--- src/rtl/wb_arb_pkg.sv ---
// rtl/wb_arb_pkg.sv - shared types and constants for the round-robin Wishbone arbiter
package wb_arb_pkg;

   typedef enum logic [1:0] {
      IDLE,
      BUSY,
      ABORT
   } arb_state_e;

   localparam int MAX_MASTERS = 8;

   // Number of unacknowledged strobe cycles after which an access is aborted.
   function automatic int wdog_limit(input int tw);
      return (1 << tw) - 1;
   endfunction

endpackage

--- src/rtl/wb_rr_arbiter_if.sv ---
// rtl/wb_rr_arbiter_if.sv - multi-master Wishbone bus bundle around the arbiter
interface wb_rr_arbiter_if #(
   parameter int MASTERS = 2,
   parameter int AW      = 30
);
   logic [MASTERS-1:0]      m_cyc_i;
   logic [MASTERS-1:0]      m_stb_i;
   logic [MASTERS-1:0]      m_we_i;
   logic [4*MASTERS-1:0]    m_sel_i;
   logic [AW*MASTERS-1:0]   m_adr_i;
   logic [32*MASTERS-1:0]   m_dat_i;
   logic [MASTERS-1:0]      m_ack_o;
   logic [MASTERS-1:0]      m_err_o;
   logic [31:0]             m_dat_o;
   logic                    s_cyc_o;
   logic                    s_stb_o;
   logic                    s_we_o;
   logic [3:0]              s_sel_o;
   logic [AW-1:0]           s_adr_o;
   logic [31:0]             s_dat_o;
   logic                    s_ack_i;
   logic [31:0]             s_dat_i;
   logic [MASTERS-1:0]      grant_o;

   // slave is the arbiter's own view; master is the surrounding masters plus peripheral
   modport slave (
      input  m_cyc_i, m_stb_i, m_we_i, m_sel_i, m_adr_i, m_dat_i, s_ack_i, s_dat_i,
      output m_ack_o, m_err_o, m_dat_o, s_cyc_o, s_stb_o, s_we_o, s_sel_o, s_adr_o,
             s_dat_o, grant_o
   );

   modport master (
      output m_cyc_i, m_stb_i, m_we_i, m_sel_i, m_adr_i, m_dat_i, s_ack_i, s_dat_i,
      input  m_ack_o, m_err_o, m_dat_o, s_cyc_o, s_stb_o, s_we_o, s_sel_o, s_adr_o,
             s_dat_o, grant_o
   );

endinterface

--- src/rtl/rr_select.sv ---
// rtl/rr_select.sv - combinational round-robin pick of the first requester after ptr
module rr_select #(
   parameter int MASTERS = 2,
   parameter int IW      = 1
) (
   input  logic [MASTERS-1:0] req_i,
   input  logic [IW-1:0]      ptr_i,
   output logic [MASTERS-1:0] gnt_o,
   output logic [IW-1:0]      idx_o,
   output logic               valid_o
);
   logic [IW-1:0] cand;

   // Scan from farthest to nearest so the nearest requester after ptr is written last.
   always_comb begin
      gnt_o   = '0;
      idx_o   = '0;
      valid_o = 1'b0;
      cand    = '0;
      for (int k = MASTERS; k >= 1; k--) begin
         cand = IW'((int'(ptr_i) + k) % MASTERS);
         if (req_i[cand]) begin
            gnt_o       = '0;
            gnt_o[cand] = 1'b1;
            idx_o       = cand;
            valid_o     = 1'b1;
         end
      end
   end

endmodule

--- src/rtl/wb_rr_arbiter.sv ---
// rtl/wb_rr_arbiter.sv - round-robin Wishbone classic arbiter with per-access watchdog
module wb_rr_arbiter
   import wb_arb_pkg::*;
#(
   parameter int MASTERS = 2,
   parameter int AW      = 30,
   parameter int TW      = 8
) (
   input  logic           clk_i,
   input  logic           rst_i,
   wb_rr_arbiter_if.slave bus
);
   localparam int            IW         = (MASTERS > 1) ? $clog2(MASTERS) : 1;
   localparam logic [TW-1:0] WDOG_LIMIT = TW'(wdog_limit(TW));

   arb_state_e         state_q;
   logic [MASTERS-1:0] grant_q;
   logic [MASTERS-1:0] err_q;
   logic [IW-1:0]      gidx_q;
   logic [IW-1:0]      ptr_q;
   logic [TW-1:0]      wdog_q;
   logic [TW-1:0]      wdog_d;

   logic [MASTERS-1:0] pick_onehot;
   logic [IW-1:0]      pick_idx;
   logic               pick_valid;
   logic               busy;
   logic               g_cyc;
   logic               g_stb;

   rr_select #(
      .MASTERS (MASTERS),
      .IW      (IW)
   ) u_sel (
      .req_i   (bus.m_cyc_i),
      .ptr_i   (ptr_q),
      .gnt_o   (pick_onehot),
      .idx_o   (pick_idx),
      .valid_o (pick_valid)
   );

   assign busy   = (state_q == BUSY);
   assign g_cyc  = bus.m_cyc_i[gidx_q];
   assign g_stb  = bus.m_stb_i[gidx_q];
   assign wdog_d = wdog_q + 1'b1;

   // Slave side follows the registered grant with no added latency; forced low outside BUSY.
   assign bus.s_cyc_o = busy & g_cyc;
   assign bus.s_stb_o = busy & g_stb;
   assign bus.s_we_o  = busy & bus.m_we_i[gidx_q];
   assign bus.s_sel_o = busy ? bus.m_sel_i[4*gidx_q +: 4]   : '0;
   assign bus.s_adr_o = busy ? bus.m_adr_i[AW*gidx_q +: AW] : '0;
   assign bus.s_dat_o = busy ? bus.m_dat_i[32*gidx_q +: 32] : '0;

   assign bus.m_ack_o = (busy & bus.s_ack_i) ? grant_q : '0;
   assign bus.m_err_o = err_q;
   assign bus.m_dat_o = bus.s_dat_i;
   assign bus.grant_o = grant_q;

   always_ff @(posedge clk_i or posedge rst_i) begin
      if (rst_i) begin
         state_q <= IDLE;
         grant_q <= '0;
         err_q   <= '0;
         gidx_q  <= '0;
         ptr_q   <= IW'(MASTERS - 1);
         wdog_q  <= '0;
      end else begin
         err_q <= '0;
         case (state_q)
            IDLE: begin
               wdog_q <= '0;
               if (pick_valid) begin
                  grant_q <= pick_onehot;
                  gidx_q  <= pick_idx;
                  state_q <= BUSY;
               end
            end
            BUSY: begin
               if (!g_cyc) begin
                  ptr_q   <= gidx_q;
                  grant_q <= '0;
                  state_q <= IDLE;
               end else if (bus.s_ack_i) begin
                  wdog_q <= '0;
               end else if (g_stb) begin
                  wdog_q <= wdog_d;
                  if (wdog_d == WDOG_LIMIT) begin
                     err_q   <= grant_q;
                     state_q <= ABORT;
                  end
               end
            end
            ABORT: begin
               // Hold the grant until the aborted master gives up its cycle.
               if (!g_cyc) begin
                  ptr_q   <= gidx_q;
                  grant_q <= '0;
                  state_q <= IDLE;
               end
            end
            default: state_q <= IDLE;
         endcase
      end
   end

endmodule

--- src/flat_wrapper.sv ---
// flat-port wrapper written by rule: the top's interface ports become plain ports
module wb_rr_arbiter_flat import wb_arb_pkg::*;
#(
   parameter int MASTERS = 2,
   parameter int AW      = 30,
   parameter int TW      = 8
)
  (clk_i, rst_i, bus_m_cyc_i, bus_m_stb_i, bus_m_we_i, bus_m_sel_i, bus_m_adr_i, bus_m_dat_i, bus_s_ack_i, bus_s_dat_i, bus_m_ack_o, bus_m_err_o, bus_m_dat_o, bus_s_cyc_o, bus_s_stb_o, bus_s_we_o, bus_s_sel_o, bus_s_adr_o, bus_s_dat_o, bus_grant_o);
  wb_rr_arbiter_if #(.MASTERS(MASTERS), .AW(AW)) bus_i ();
  input  logic clk_i;
  input  logic rst_i;
  input wire logic [$bits(bus_i.m_cyc_i)-1:0] bus_m_cyc_i;
  input wire logic [$bits(bus_i.m_stb_i)-1:0] bus_m_stb_i;
  input wire logic [$bits(bus_i.m_we_i)-1:0] bus_m_we_i;
  input wire logic [$bits(bus_i.m_sel_i)-1:0] bus_m_sel_i;
  input wire logic [$bits(bus_i.m_adr_i)-1:0] bus_m_adr_i;
  input wire logic [$bits(bus_i.m_dat_i)-1:0] bus_m_dat_i;
  input wire logic [$bits(bus_i.s_ack_i)-1:0] bus_s_ack_i;
  input wire logic [$bits(bus_i.s_dat_i)-1:0] bus_s_dat_i;
  output wire logic [$bits(bus_i.m_ack_o)-1:0] bus_m_ack_o;
  output wire logic [$bits(bus_i.m_err_o)-1:0] bus_m_err_o;
  output wire logic [$bits(bus_i.m_dat_o)-1:0] bus_m_dat_o;
  output wire logic [$bits(bus_i.s_cyc_o)-1:0] bus_s_cyc_o;
  output wire logic [$bits(bus_i.s_stb_o)-1:0] bus_s_stb_o;
  output wire logic [$bits(bus_i.s_we_o)-1:0] bus_s_we_o;
  output wire logic [$bits(bus_i.s_sel_o)-1:0] bus_s_sel_o;
  output wire logic [$bits(bus_i.s_adr_o)-1:0] bus_s_adr_o;
  output wire logic [$bits(bus_i.s_dat_o)-1:0] bus_s_dat_o;
  output wire logic [$bits(bus_i.grant_o)-1:0] bus_grant_o;
  assign bus_i.m_cyc_i = bus_m_cyc_i;
  assign bus_i.m_stb_i = bus_m_stb_i;
  assign bus_i.m_we_i = bus_m_we_i;
  assign bus_i.m_sel_i = bus_m_sel_i;
  assign bus_i.m_adr_i = bus_m_adr_i;
  assign bus_i.m_dat_i = bus_m_dat_i;
  assign bus_i.s_ack_i = bus_s_ack_i;
  assign bus_i.s_dat_i = bus_s_dat_i;
  assign bus_m_ack_o = bus_i.m_ack_o;
  assign bus_m_err_o = bus_i.m_err_o;
  assign bus_m_dat_o = bus_i.m_dat_o;
  assign bus_s_cyc_o = bus_i.s_cyc_o;
  assign bus_s_stb_o = bus_i.s_stb_o;
  assign bus_s_we_o = bus_i.s_we_o;
  assign bus_s_sel_o = bus_i.s_sel_o;
  assign bus_s_adr_o = bus_i.s_adr_o;
  assign bus_s_dat_o = bus_i.s_dat_o;
  assign bus_grant_o = bus_i.grant_o;
  wb_rr_arbiter #(.MASTERS(MASTERS), .AW(AW), .TW(TW)) u_core (.clk_i(clk_i), .rst_i(rst_i), .bus(bus_i));
endmodule
--- config.mk ---
export PLATFORM = sky130hd
export DESIGN_NAME = wb_rr_arbiter_flat
export DESIGN_NICKNAME = d
export VERILOG_FILES = /design/src/rtl/wb_arb_pkg.sv /design/src/rtl/wb_rr_arbiter_if.sv /design/src/rtl/rr_select.sv /design/src/rtl/wb_rr_arbiter.sv /design/src/flat_wrapper.sv
export SDC_FILE = /design/constraint.sdc
export NUM_CORES = 1
export LEC_CHECK = 0
export CAP_MARGIN = 0
export CORE_AREA = 2 2 109 111
export CTS_CLUSTER_SIZE = 20
export DETAILED_ROUTE_END_ITERATION = 6
export DIE_AREA = 0 0 111 113
export DONT_BUFFER_PORTS = 1
export GPL_TIMING_DRIVEN = 1
export HOLD_SLACK_MARGIN = 0.03
export SLEW_MARGIN = 20
export SYNTH_ARGS = -nofsm -noshare
export SYNTH_HDL_FRONTEND = slang
export SYNTH_SLANG_ARGS = --single-unit
--- constraint.sdc ---
create_clock -name clk_i -period 3.9 [get_ports clk_i]
set_clock_uncertainty 0.1 [all_clocks]
set_input_delay 0.195 -clock clk_i [delete_from_list [all_inputs] [get_ports clk_i]]
set_output_delay 0.195 -clock clk_i [all_outputs]
set_load 0.005 [all_outputs]
Word level (Yosys, flattened, before mapping)
Cells that the tools add are included. Widths: inputs -> output; s select.

Order comparisons: 5. Add/subtract/negate cells: 3. Shift operators: 3. Eq/ne operators: 11. Multipliers: 1. Mux-type cells: 42. Bitwise operators: 5. Reduce and logical (&&, ||, !) cells: 11.

Operator list (number): $shiftx 64x7->32 (1); $shiftx 60x7->30 (1); $mux 32 (1); $mux 2 (15); $mux 30 (1); $mux 8 (3); $mux 1 (16); $pmux 8 s2 (1); $ne 3x3->1 const B (4); $add 8x1->8 const B (1); $eq 8x8->1 const B (1); $shiftx 8x4->4 (1); $lt 1x2->1 const B (3); $ne 2x2->1 const B (3); $pmux 2 s3 (1); $reduce_and 3->1 (2); $mul 4x1->5 const A (1); $reduce_and 5->1 (1); $and 1x1->1 (4); $mux 4 (1); $pmux 2 s2 (1); $reduce_and 2->1 (2); $reduce_bool 2->1 (2); $add 1x1->1 const B (2); other kinds (9) (12).

Output and inout port bits: 107. Logic and storage cells: 87. Flip-flop bits (word level): 16.

Logic depth before layout (Yosys ltp)
Gate-level depths: netlist of run 1.

Word-level depth: 9. Gate-level depth with buffers: 8.

Hierarchy
A second synthesis of run 1 with hierarchy kept.

Cell total of the unflattened synthesis: 304. Area total of the unflattened synthesis: 2451.1 µm².

Modules (own cells, without submodules): wb_rr_arbiter (times used 1, area each 2418.6 µm², cells an instance 299, seq. area each 401.6 µm²); rr_select (times used 1, area each 32.5 µm², cells an instance 5, seq. area each 0.0 µm²).

Worst setup path after synthesis of run 1
No wires, ideal clock.

Path kind: flip-flop to flip-flop. Start point: register u_core.state_q[1]. End point: register u_core.state_q[0]. Setup time: 128 ps. Cell stages (with the launch flop): 9. Period minus slack after synthesis: 2073 ps. Slack: 1827 ps. Arrival: 1845 ps. Path through: dfrtp_1 > inv_1 > ha_1 > clkbuf_1 > a21oi_1 > o2bb2ai_1 > and4bb_2 > a21oi_1 > mux2_1.

Cells in the longest elaborated chain, start to end: 3. Elaborated cells between the ends (all ways): 10. Classes of those cells: eq/ne (7); mux (1); reduce/logical (2).

RTL lines: start: declaration (line wb_rr_arbiter.sv:16) `arb_state_e state_q;`; start signal: assignment (line wb_rr_arbiter.sv:62) `state_q <= IDLE;`; start signal: assignment (line wb_rr_arbiter.sv:76) `state_q <= BUSY;`; start signal: assignment (line wb_rr_arbiter.sv:83) `state_q <= IDLE;`; $eq 2x1->1, or another cell as far along (line wb_rr_arbiter.sv:70) `case (state_q)`; $ne 3x3->1 (no source line), or another cell as far along; $reduce_and 5->1 (no source line).

Several ways; a longest one is shown, not always the timed one. A chain may end at the register's enable or synchronous reset.

Worst setup path after layout of run 1
Start point: register u_core.gidx_q. End point: output port bus_s_dat_o[30].

Cells in the longest elaborated chain, start to end: 2.

RTL lines: start: declaration (line wb_rr_arbiter.sv:19) `logic [IW-1:0] gidx_q;`; start signal: assignment (line wb_rr_arbiter.sv:75) `gidx_q <= pick_idx;`; $shiftx 64x7->32 (line wb_rr_arbiter.sv:53) `assign bus.s_dat_o = busy ? bus.m_dat_i[32*gidx_q +: 32] : '0;`; $mux 32 (line wb_rr_arbiter.sv:53); end: declaration (line flat_wrapper.sv:28) `output wire logic [$bits(bus_i.s_dat_o)-1:0] bus_s_dat_o;`.

Every way passes these cells.

==> results of run 1 <==
-- through the flow --
stage	total power, mW	area [µm²]	hold slack (ns)
after global routing	1.65	2380	0.0762
after global placement	1.28	2260	0.0957
after detailed placement	1.32	2260	0.0990
after CTS	1.56	2380	0.0818
final	1.53	2380	0.0825
after floorplan	1.16	2370	0.00802
-- registers in the layout (all words and copies together), names as in the netlist --
signal and cells:
u_core.gidx_q 1, u_core.bus.grant_o 2, u_core.state_q 2, u_core.ptr_q 1, u_core.wdog_q 8, u_core.bus.m_err_o 2
-- cells by family (layout without fill, tap and decap cells) --
kind of cell,count (synthesis),count (layout),synth area share [%]
DFF,16,16,16.9
adders and majority gates,6,6,3.16
and+or+nand+nor,104,104,26.4
muxes,71,71,30.5
xor gates and xnor gates,4,4,1.48
buffers and inverters,55,16,14.3
AOI/OAI and AO/OA,28,28,7.17
-- report_power, final --
group / internal [mW] / switching, mW / total (mW)
Sequential: 0.207 / 0.0785 / 0.286
Clock: 0.156 / 0.0691 / 0.225
Combinational: 0.468 / 0.554 / 1.02
-- what timing repair did --
| item | in CTS | in global routing |
|---|---|---|
| hold buffers | 4 | 0 |
| endpoints found under the hold margin | 19 | 0 |
| endpoints found under the setup margin | 0 | 0 |
-- critical path: stages, from the launching register on --
cell,delay (ns)
dfrtp_4,0.59
buf_4,0.75
mux2i_1,0.22
nor2b_1,0.25
-- per-layer routing --
layer / vias to the layer above / share of wire (%) / track usage [%]
li1: 853 / - / -
met1: 864 / 37 / 11.9
met2: 119 / 51 / 19.1
met3: 10 / 11 / 5.09
met4: 0 / 0.79 / 1.83
met5: - / 0 / 0
-- layout make-up --
class | count | area [µm²] | share of cell area (%)
repair buffers | 6 | 55.1 | 2.31
flip-flops and latches | 16 | 405 | 17.0
multi-input cells | 213 | 1630 | 68.5
inverters | 6 | 22.5 | 0.944
well taps | 143 | 179 | 7.50
clock buffers | 4 | 88.8 | 3.73
-- cells in the mapped netlist (all sizes together) --
cell type  instances  area, µm²
ha                 6       75.1
a21oi              7       35.0
clkbuf             9       33.8
and4b              1       10.0
xor2               2       17.5
mux2               1       11.3
or3                3       18.8
a22oi              1       12.5
nand3              3       25.0
dfstp              1       26.3
a32o               2       20.0
xnor2              2       17.5
buf               40        283
mux2i             70        713
nor3               1       5.00
dfrtp             15        375
o2bb2ai            1       8.76
a31oi              1       6.26
nand2b             3       18.8
nand2              9       33.8
a21o               1       7.51
inv                6       22.5
and3               3       18.8
and4bb             2       25.0
o21ai             13       65.1
nor2               9       33.8
o31ai              2       15.0
nor2b             70        438
-- worst min path at each step --
| stage | depth (start not counted) | slack (ns) | to |
|---|---|---|---|
| 5_1_grt | 2 | 0.08 | u_core.bus.grant_o[1] |
| 4_1_cts | 2 | 0.08 | u_core.bus.grant_o[1] |
| 2_1_floorplan | 1 | 0.008 | u_core.bus.grant_o[0] |
| 3_5_place_dp | 1 | 0.1 | u_core.bus.m_err_o[1] |
| 6_report | 2 | 0.08 | u_core.bus.grant_o[1] |
| 3_3_place_gp | 1 | 0.1 | u_core.bus.m_err_o[1] |
-- layout by cell type (no fill, tap or decap), drive strengths merged --
cell / n
mux2i: 70
nor3: 1
and4bb: 2
dlygate4sd3: 4
xnor2: 2
and3: 3
buf: 2
xor2: 2
dfrtp: 15
and4b: 1
nand2: 9
nor2b: 70
o31ai: 2
a32o: 2
o2bb2ai: 1
a31oi: 1
a22oi: 1
or3: 3
inv: 6
clkbuf: 4
nand3: 3
a21o: 1
nand2b: 3
dfstp: 1
ha: 6
mux2: 1
o21ai: 13
a21oi: 7
nor2: 9
==> impl_metrics.ini, run 1 <==
[route]
wire_per_inst_um = 19.8
first_pass_iters = 4
drt-total-wl_um = 7690
dr.first_iter.drc_count = 76
vias_per_cell = 4.76
vias = 1846
antenna_left = 0
drc = 0

[place]
numPortBuffers = 0
dp_hpwl_um = 6390
place_ws_ns = 1.57
dp.cells = 380
place.gp.congestion = 0.804

[cts]
cts_setup_buffers = 0
clk_latency_ns = 0.25
cts_made_buffers = 3
numClockSinks = 16
path_clk_slew_ns = 0.05
cts_resized = 0
htreeDepth = 1
clockRootBuffer = clkbuf_16
cts_tree = built
clockBufferDepth = 2

[setup_path]
cp-startpoint = u_core.gidx_q
end_kind = output pin
crit_required_ns = 3.61
ff2ff_path_depth = 4
r2r_end = u_core.gidx_q
reg2reg_slack_ns = 1.58
critPathKind = flop to output pin
worstPathArrival_ns = 2.10
crit_path_max_fanout = 57
cp-start-kind = flop
crit_path_end = bus_s_dat_o[30]
r2r_start = u_core.gidx_q

[logic_synthesis]
synth_nets = 463
yosysSeqAreaShare_pct = 16.9
synth.avg_cell_area_um2 = 8.35
synth.cell_area_um2 = 2370
netlist_instances = 284
yosysUniqueCellTypes = 32
ys_ff_latch = 16
yosysWarnings = 0

[timing]
finalWorstPathRequiredPeriod_ns = 2.40
finalCritPeriodShare_pct = 61.4
hold_viol = 0
tightest_slew_ns = 0.904
slew_headroom_pct = 39.7
setup_viol = 0
fin_ws_ns = 1.50
fmax_mhz = 417
rsz0062_at_grt = no
setup-tns-final_ns = 0
report.final.slew_viol_count = 0

[floorplanning]
die_height_um = 113
start_util_pct = 21.0
core_area_um2 = 11300
die_w_um = 111
placementRows = 39
fp.dieArea_um2 = 12500
ios = 280

[cells_and_area]
n_antenna_cell = 0
drive_gt1_share_pct = 5.71
finalCoreUtilization_pct = 21.2
stdcell_count = 388
area.growth.synth_to_final_pct = 0.528
fin_nets = 425
nFillCells = 1248

[worst_hold_path]
worstHoldStart = bus_m_cyc_i[0]
hp-class = primary input to flop

[grt]
antenna_found_initial = 0
grt_pass1_wl_um = 10500
track_usage_pct = 10.7
grt.overflow.total = 0
grt_max_degree = 58
grt_pass1_vias = 1720

[pwr]
power_density_nw_per_um2 = 643
total_leakage_power_nw = 1.04
ir_drop_v = 0.000466

[outcome]
status = completed

[job]
cap_violations = 0
No activity file was read; power rests on OpenSTA's default activity.
==> run 2: changes to the inputs <==
--- a/config.mk
+++ b/config.mk
@@ -6,10 +6,10 @@
 export NUM_CORES = 1
 export LEC_CHECK = 0
 export CAP_MARGIN = 0
-export CORE_AREA = 2 2 109 111
+export CORE_AREA = 2 2 108 110
 export CTS_CLUSTER_SIZE = 20
 export DETAILED_ROUTE_END_ITERATION = 6
-export DIE_AREA = 0 0 111 113
+export DIE_AREA = 0 0 110 112
 export DONT_BUFFER_PORTS = 1
 export GPL_TIMING_DRIVEN = 1
 export HOLD_SLACK_MARGIN = 0.03
==> constraint.sdc (replaced) <==
create_clock -name clk_i -period 2 [get_ports clk_i]
set_clock_uncertainty 0.1 [all_clocks]
set_input_delay 0.1 -clock clk_i [delete_from_list [all_inputs] [get_ports clk_i]]
set_output_delay 0.1 -clock clk_i [all_outputs]
set_load 0.005 [all_outputs]
==> impl_metrics.ini, run 2 (synthesis results as in run 1) <==
[grt]
grt_max_degree = 56
antenna_found_initial = 0
grt_pass1_wl_um = 10100
grt_pass1_vias = 1753
track_usage_pct = 10.8
grt.overflow.total = 0

[timing]
finalWorstPathRequiredPeriod_ns = 1.93
report.final.slew_viol_count = 0
slew_headroom_pct = 59.4
hold_viol = 0
setup_viol = 0
fin_ws_ns = 0.0679
rsz0062_at_grt = yes
fmax_mhz = 518
finalCritPeriodShare_pct = 96.6
setup-tns-final_ns = 0
tightest_slew_ns = 0.608

[cts]
numClockSinks = 16
cts_setup_buffers = 0
htreeDepth = 1
path_clk_slew_ns = 0.05
cts_tree = built
clockBufferDepth = 2
clk_latency_ns = 0.25
cts_made_buffers = 3
clockRootBuffer = clkbuf_16

[setup_path]
cp_num_cells = 6
critPathKind = flop to flop
critPathBufInv = 0
worstPathArrival_ns = 1.96
r2r_start = u_core.wdog_q[0]
slowest_delay_ns = 0.41
crit_path_cell_trace = ha_2 > nand3_2 > or3_1 > a22oi_2 > a21oi_1 > mux2_1
crit_required_ns = 2.03
ff2ff_path_depth = 6
end_kind = flop
cp-start-kind = flop
cp-startpoint = u_core.wdog_q[0]
crit_path_max_fanout = 3
crit_family = simple AND/OR/NAND/NOR gates
slowest_stage = or3_1

[pwr]
p_comb_share_pct = 70.4
switching_share_pct = 45.1
total_leakage_power_nw = 1.10
internal-power_mw = 1.76
seqPwrFrac_pct = 15.9
p_clk_share_pct = 13.7
power_density_nw_per_um2 = 1270
power.net_switching_mw = 1.44
ir_drop_v = 0.000752

[cells_and_area]
regArea_um2 = 405
nFillCells = 1185
finish.instance_area_um2 = 2510
n_antenna_cell = 0
stdcell_count = 400
drive_gt1_share_pct = 11.7
finalCoreUtilization_pct = 22.5
fin_nets = 437
multiInputGateArea_um2 = 1660
area.growth.synth_to_final_pct = 6.01
layout_common_cells = 70 x nor2b_1, 68 x mux2i_1, 14 x dfrtp_1
final_common_cell = nor2b_1
largest-register = u_core.wdog_q
largest_reg_flops = 8

[job]
cap_violations = 0

[place]
place_ws_ns = 0.0329
dpl-instance-area_um2 = 2360
place.gp.congestion = 0.898
dp_hpwl_um = 6430
numPortBuffers = 0
dp.cells = 392

[floorplanning]
fp.dieArea_um2 = 12300
ios = 280
core_area_um2 = 11200
placementRows = 39
die_w_um = 110
die_height_um = 112
start_util_pct = 21.2

[worst_hold_path]
worstHoldStart = bus_s_ack_i
holdPathStages = 2
hp-class = primary input to flop

[route]
drc = 0
dr.first_iter.drc_count = 49
wire_per_inst_um = 19.0
antenna_left = 0
first_pass_iters = 4
drt-total-wl_um = 7590
vias_per_cell = 4.83
vias = 1932

[outcome]
status = completed
[run 2: changes by cell type in the layout (fill, tap and decap cells not counted)]
cell       delta
buf_4        +11
or3_1         -1
ha_1          -1
mux2i_1       -1
ha_4          +1
o2bb2ai_2     +1
buf_12        +1
o2bb2ai_1     -1
or3_4         +1
mux2i_2       +1
[run 2: worst paths after layout]
check                                         to  slack (ns)
hold reg to reg                     u_core.ptr_q        0.41
min in group asynchronous  u_core.bus.m_err_o[1]        0.27
setup reg to reg               u_core.state_q[0]        0.07
max in group asynchronous          u_core.gidx_q        1.07
hold / removal                  u_core.wdog_q[1]        0.08
setup / recovery               u_core.state_q[0]        0.07
[run 2: through the flow]
stage,hold slack [ns],total power [mW]
CTS,0.0687,3.22
global placement,-0.00531,2.70
floorplan,-0.0870,2.27
finish,0.0763,3.20
detailed placement,-0.00760,2.76
global route,0.0904,3.47
[run 2: area by class of cell]
type                       instances  share of cell area [%]
sequential                        16                    16.1
timing repair buffer              18                    6.27
inverter                           6                   0.896
tap                              143                    7.11
multi-input combinational        213                    66.1
clock buffer                       4                    3.53
[run 2: power by group through the flow]
| stage | registers (mW) | logic, mW | clock network, mW |
|---|---|---|---|
| 3_3_place_gp | 0.502 | 2.19 | 0 |
| 2_1_floorplan | 0.451 | 1.82 | 0 |
| 6_report | 0.509 | 2.25 | 0.438 |
| 5_1_grt | 0.522 | 2.48 | 0.462 |
| 4_1_cts | 0.502 | 2.27 | 0.444 |
| 3_5_place_dp | 0.507 | 2.25 | 0 |
[run 2: repair_timing]
action | CTS | global route
setup endpoints to repair | 0 | 6
hold endpoints to repair | 19 | 0
hold buffers | 4 | 0
gates resized for setup | 0 | 5
[run 2: metal layers]
layer	vias to the layer above	global-route usage [%]	wire length, µm
met5	-	0	0
met4	0	1.43	29
met3	5	2.87	700
met2	139	18.5	3860
met1	916	13.8	3000
li1	872	-	-
==> run 3: changes to the inputs <==
--- a/config.mk
+++ b/config.mk
@@ -5,11 +5,12 @@
 export SDC_FILE = /design/constraint.sdc
 export NUM_CORES = 1
 export LEC_CHECK = 0
+export ABC_AREA = 1
 export CAP_MARGIN = 0
-export CORE_AREA = 2 2 108 110
+export CORE_AREA = 2 2 107 109
 export CTS_CLUSTER_SIZE = 20
 export DETAILED_ROUTE_END_ITERATION = 6
-export DIE_AREA = 0 0 110 112
+export DIE_AREA = 0 0 109 111
 export DONT_BUFFER_PORTS = 1
 export GPL_TIMING_DRIVEN = 1
 export HOLD_SLACK_MARGIN = 0.03
==> impl_metrics.ini, run 3 <==
[outcome]
status = completed

[timing]
setup-tns-final_ns = 0
fin_ws_ns = 0.124
finalCritPeriodShare_pct = 93.8
report.final.slew_viol_count = 0
finalWorstPathRequiredPeriod_ns = 1.88
fmax_mhz = 533
tightest_slew_ns = 0.653
hold_viol = 0
setup_viol = 0
rsz0062_at_grt = no
slew_headroom_pct = 56.4

[worst_hold_path]
holdPathStages = 3
min_to = u_core.bus.grant_o[0]
hp-class = primary input to flop
worstHoldStart = bus_m_cyc_i[1]

[pwr]
switching_share_pct = 57.2
total_leakage_power_nw = 0.987
p_comb_share_pct = 71.5
p_clk_share_pct = 13.7
ir_drop_v = 0.000480
seqPwrFrac_pct = 14.8
power.net_switching_mw = 1.84
power_density_nw_per_um2 = 1420
internal-power_mw = 1.38

[setup_path]
r2r_end = u_core.state_q[1]
r2r_start = u_core.state_q[1]
crit_path_max_fanout = 30
crit_required_ns = 1.80
critPathKind = flop to output pin
worstPathArrival_ns = 1.68
cp-start-kind = flop
end_kind = output pin
reg2reg_slack_ns = 0.24
ff2ff_path_depth = 8

[cells_and_area]
finalCoreUtilization_pct = 20.5
final_common_cell = nor2_1
finish.instance_area_um2 = 2270
fin_nets = 531
largest-register = u_core.wdog_q
area.growth.synth_to_final_pct = 3.78
layout_common_cells = 140 x nor2_1, 75 x o21ai_0, 27 x nand2_1
drive_gt1_share_pct = 10.3
n_antenna_cell = 0
largest_reg_flops = 8

[logic_synthesis]
synth.largest_area_cell = nor2_1
ys_ff_latch = 16
synthArstFlopShare_pct = 100
synth_area_leaders = nor2_1 24%, dfrtp_1 17%, o21ai_0 17%
netlist_instances = 386
synth_compound_area_share_pct = 21.5
ys.flop_type = dfrtp_1
synth_common_cells = 140 x nor2_1, 75 x o21ai_0, 33 x buf_4, 27 x nand2_1, 22 x inv_1
synthAdderAreaFrac_pct = 3.44
yosysSeqAreaShare_pct = 18.4
synth_top_family_by_area = simple AND/OR/NAND/NOR gates
synth_edf_count = 0
synth.avg_cell_area_um2 = 5.66
synth_nets = 565
synth-xor-area-share_pct = 0.802
yosysWarnings = 0
synth.cell_area_um2 = 2180
yosys.area.top_type_share_pct = 24.1
muxShareOfSynthArea_pct = 0
yosysMostFrequentCell = nor2_1
yosysUniqueCellTypes = 27
synthSimpleGateAreaFrac_pct = 35.9

[floorplanning]
fp.dieArea_um2 = 12100
placementRows = 39
ios = 280
die_w_um = 109
die_height_um = 111
core_area_um2 = 11100
start_util_pct = 19.7

[route]
drc = 0
dr.first_iter.drc_count = 194
wire_per_inst_um = 17.3
vias_per_cell = 4.81
vias = 2375
first_pass_iters = 5
drt-total-wl_um = 8530
antenna_left = 0

[grt]
grt_pass1_wl_um = 11100
antenna_found_initial = 0
track_usage_pct = 12.2
globalRouteMet2Util_pct = 21.0
top_usage_layer = met2
grtUsageMet1_pct = 15.6
met3_usage_pct = 3.06
grt_max_degree = 68
grt.overflow.total = 0
grt_pass1_vias = 1941

[place]
place_ws_ns = 0.301
place.gp.congestion = 0.812
numPortBuffers = 0
dp_hpwl_um = 7100
dpl-instance-area_um2 = 2150

[cts]
path_clk_slew_ns = 0.05
htreeDepth = 1
cts_setup_buffers = 0
numClockSinks = 16
clockBufferDepth = 2
cts_tree = built
cts_made_buffers = 3
clk_latency_ns = 0.25
clockRootBuffer = clkbuf_16

[job]
cap_violations = 0
## run 3: cell count changes in the layout (fill, tap and decap cells not counted), sizes merged, moves of 3 or more
| cell | delta |
|---|---|
| nand3 | +6 |
| a21oi | -7 |
| and3 | -3 |
| mux2i | -70 |
| nor2 | +137 |
| o21ai | +72 |
| o22ai | +4 |
| inv | +19 |
| nand2b | -3 |
| nand2 | +20 |
| or3 | -3 |
| nor2b | -70 |
| nand4 | +4 |
## run 3: what timing repair did
item | in CTS | in global routing
gates resized for setup | 0 | 0
endpoints found under the setup margin | 0 | 0
hold buffers | 3 | 0
endpoints found under the hold margin | 19 | 0
## run 3: logic make-up (layout without fill, tap and decap cells)
kind of cell             after synthesis  after routing
buffers and inverters                 81             46
XOR/XNOR                               2              2
AO/OA/AOI/OAI                         90             90
flip-flops                            16             16
AND/OR/NAND/NOR                      191            191
adder cells (fa/ha/maj)                6              6
## run 3: critical path, cell delays in order (launching register included)
cell and delay, ns:
dfrtp_1 0.42, inv_1 0.10, ha_2 0.23, buf_4 0.28
o21ai_0 0.19, nor2_1 0.19
## run 3: how the worst max path moves through the flow
stage,start,end,depth (start not counted),slack (ns)
2_1_floorplan,u_core.state_q[1],bus_s_adr_o[0],6,0.44
3_3_place_gp,u_core.wdog_q[1],u_core.state_q[1],11,0.35
3_5_place_dp,u_core.wdog_q[1],u_core.state_q[1],11,0.30
6_report,u_core.state_q[1],bus_s_adr_o[2],5,0.12
4_1_cts,u_core.state_q[1],bus_s_dat_o[7],6,0.09
5_1_grt,u_core.state_q[1],bus_s_dat_o[3],5,0.03
## run 3: metrics by stage
stage	hold slack [ns]	total power [mW]	instances
2_1_floorplan	-0.0870	2.15	386
3_3_place_gp	0.00790	2.73	487
3_5_place_dp	0.0152	2.80	487
4_1_cts	0.0659	3.26	494
5_1_grt	0.0920	3.53	494
6_report	0.0446	3.22	494
## run 3: final cells by class
class                      instances  area (µm²)
multi-input combinational        289        1350
sequential                        16         403
tap                              143         179
clock buffer                       4        88.8
inverter                          27         101
timing repair buffer              15         145
fill                            1261        8810
## run 3: routing by layer
metal  vias to the layer above  wire length [µm]
met5                         -                 0
met3                        15               957
met4                         0                76
met2                       170              4120
li1                       1129                 -
met1                      1061              3380
## run 3: power by group through the flow
stage	clock [mW]	sequential (mW)	combinational, mW
floorplan	0	0.441	1.71
global placement	0	0.476	2.26
detailed placement	0	0.482	2.32
CTS	0.447	0.477	2.33
global route	0.461	0.491	2.58
finish	0.441	0.477	2.30
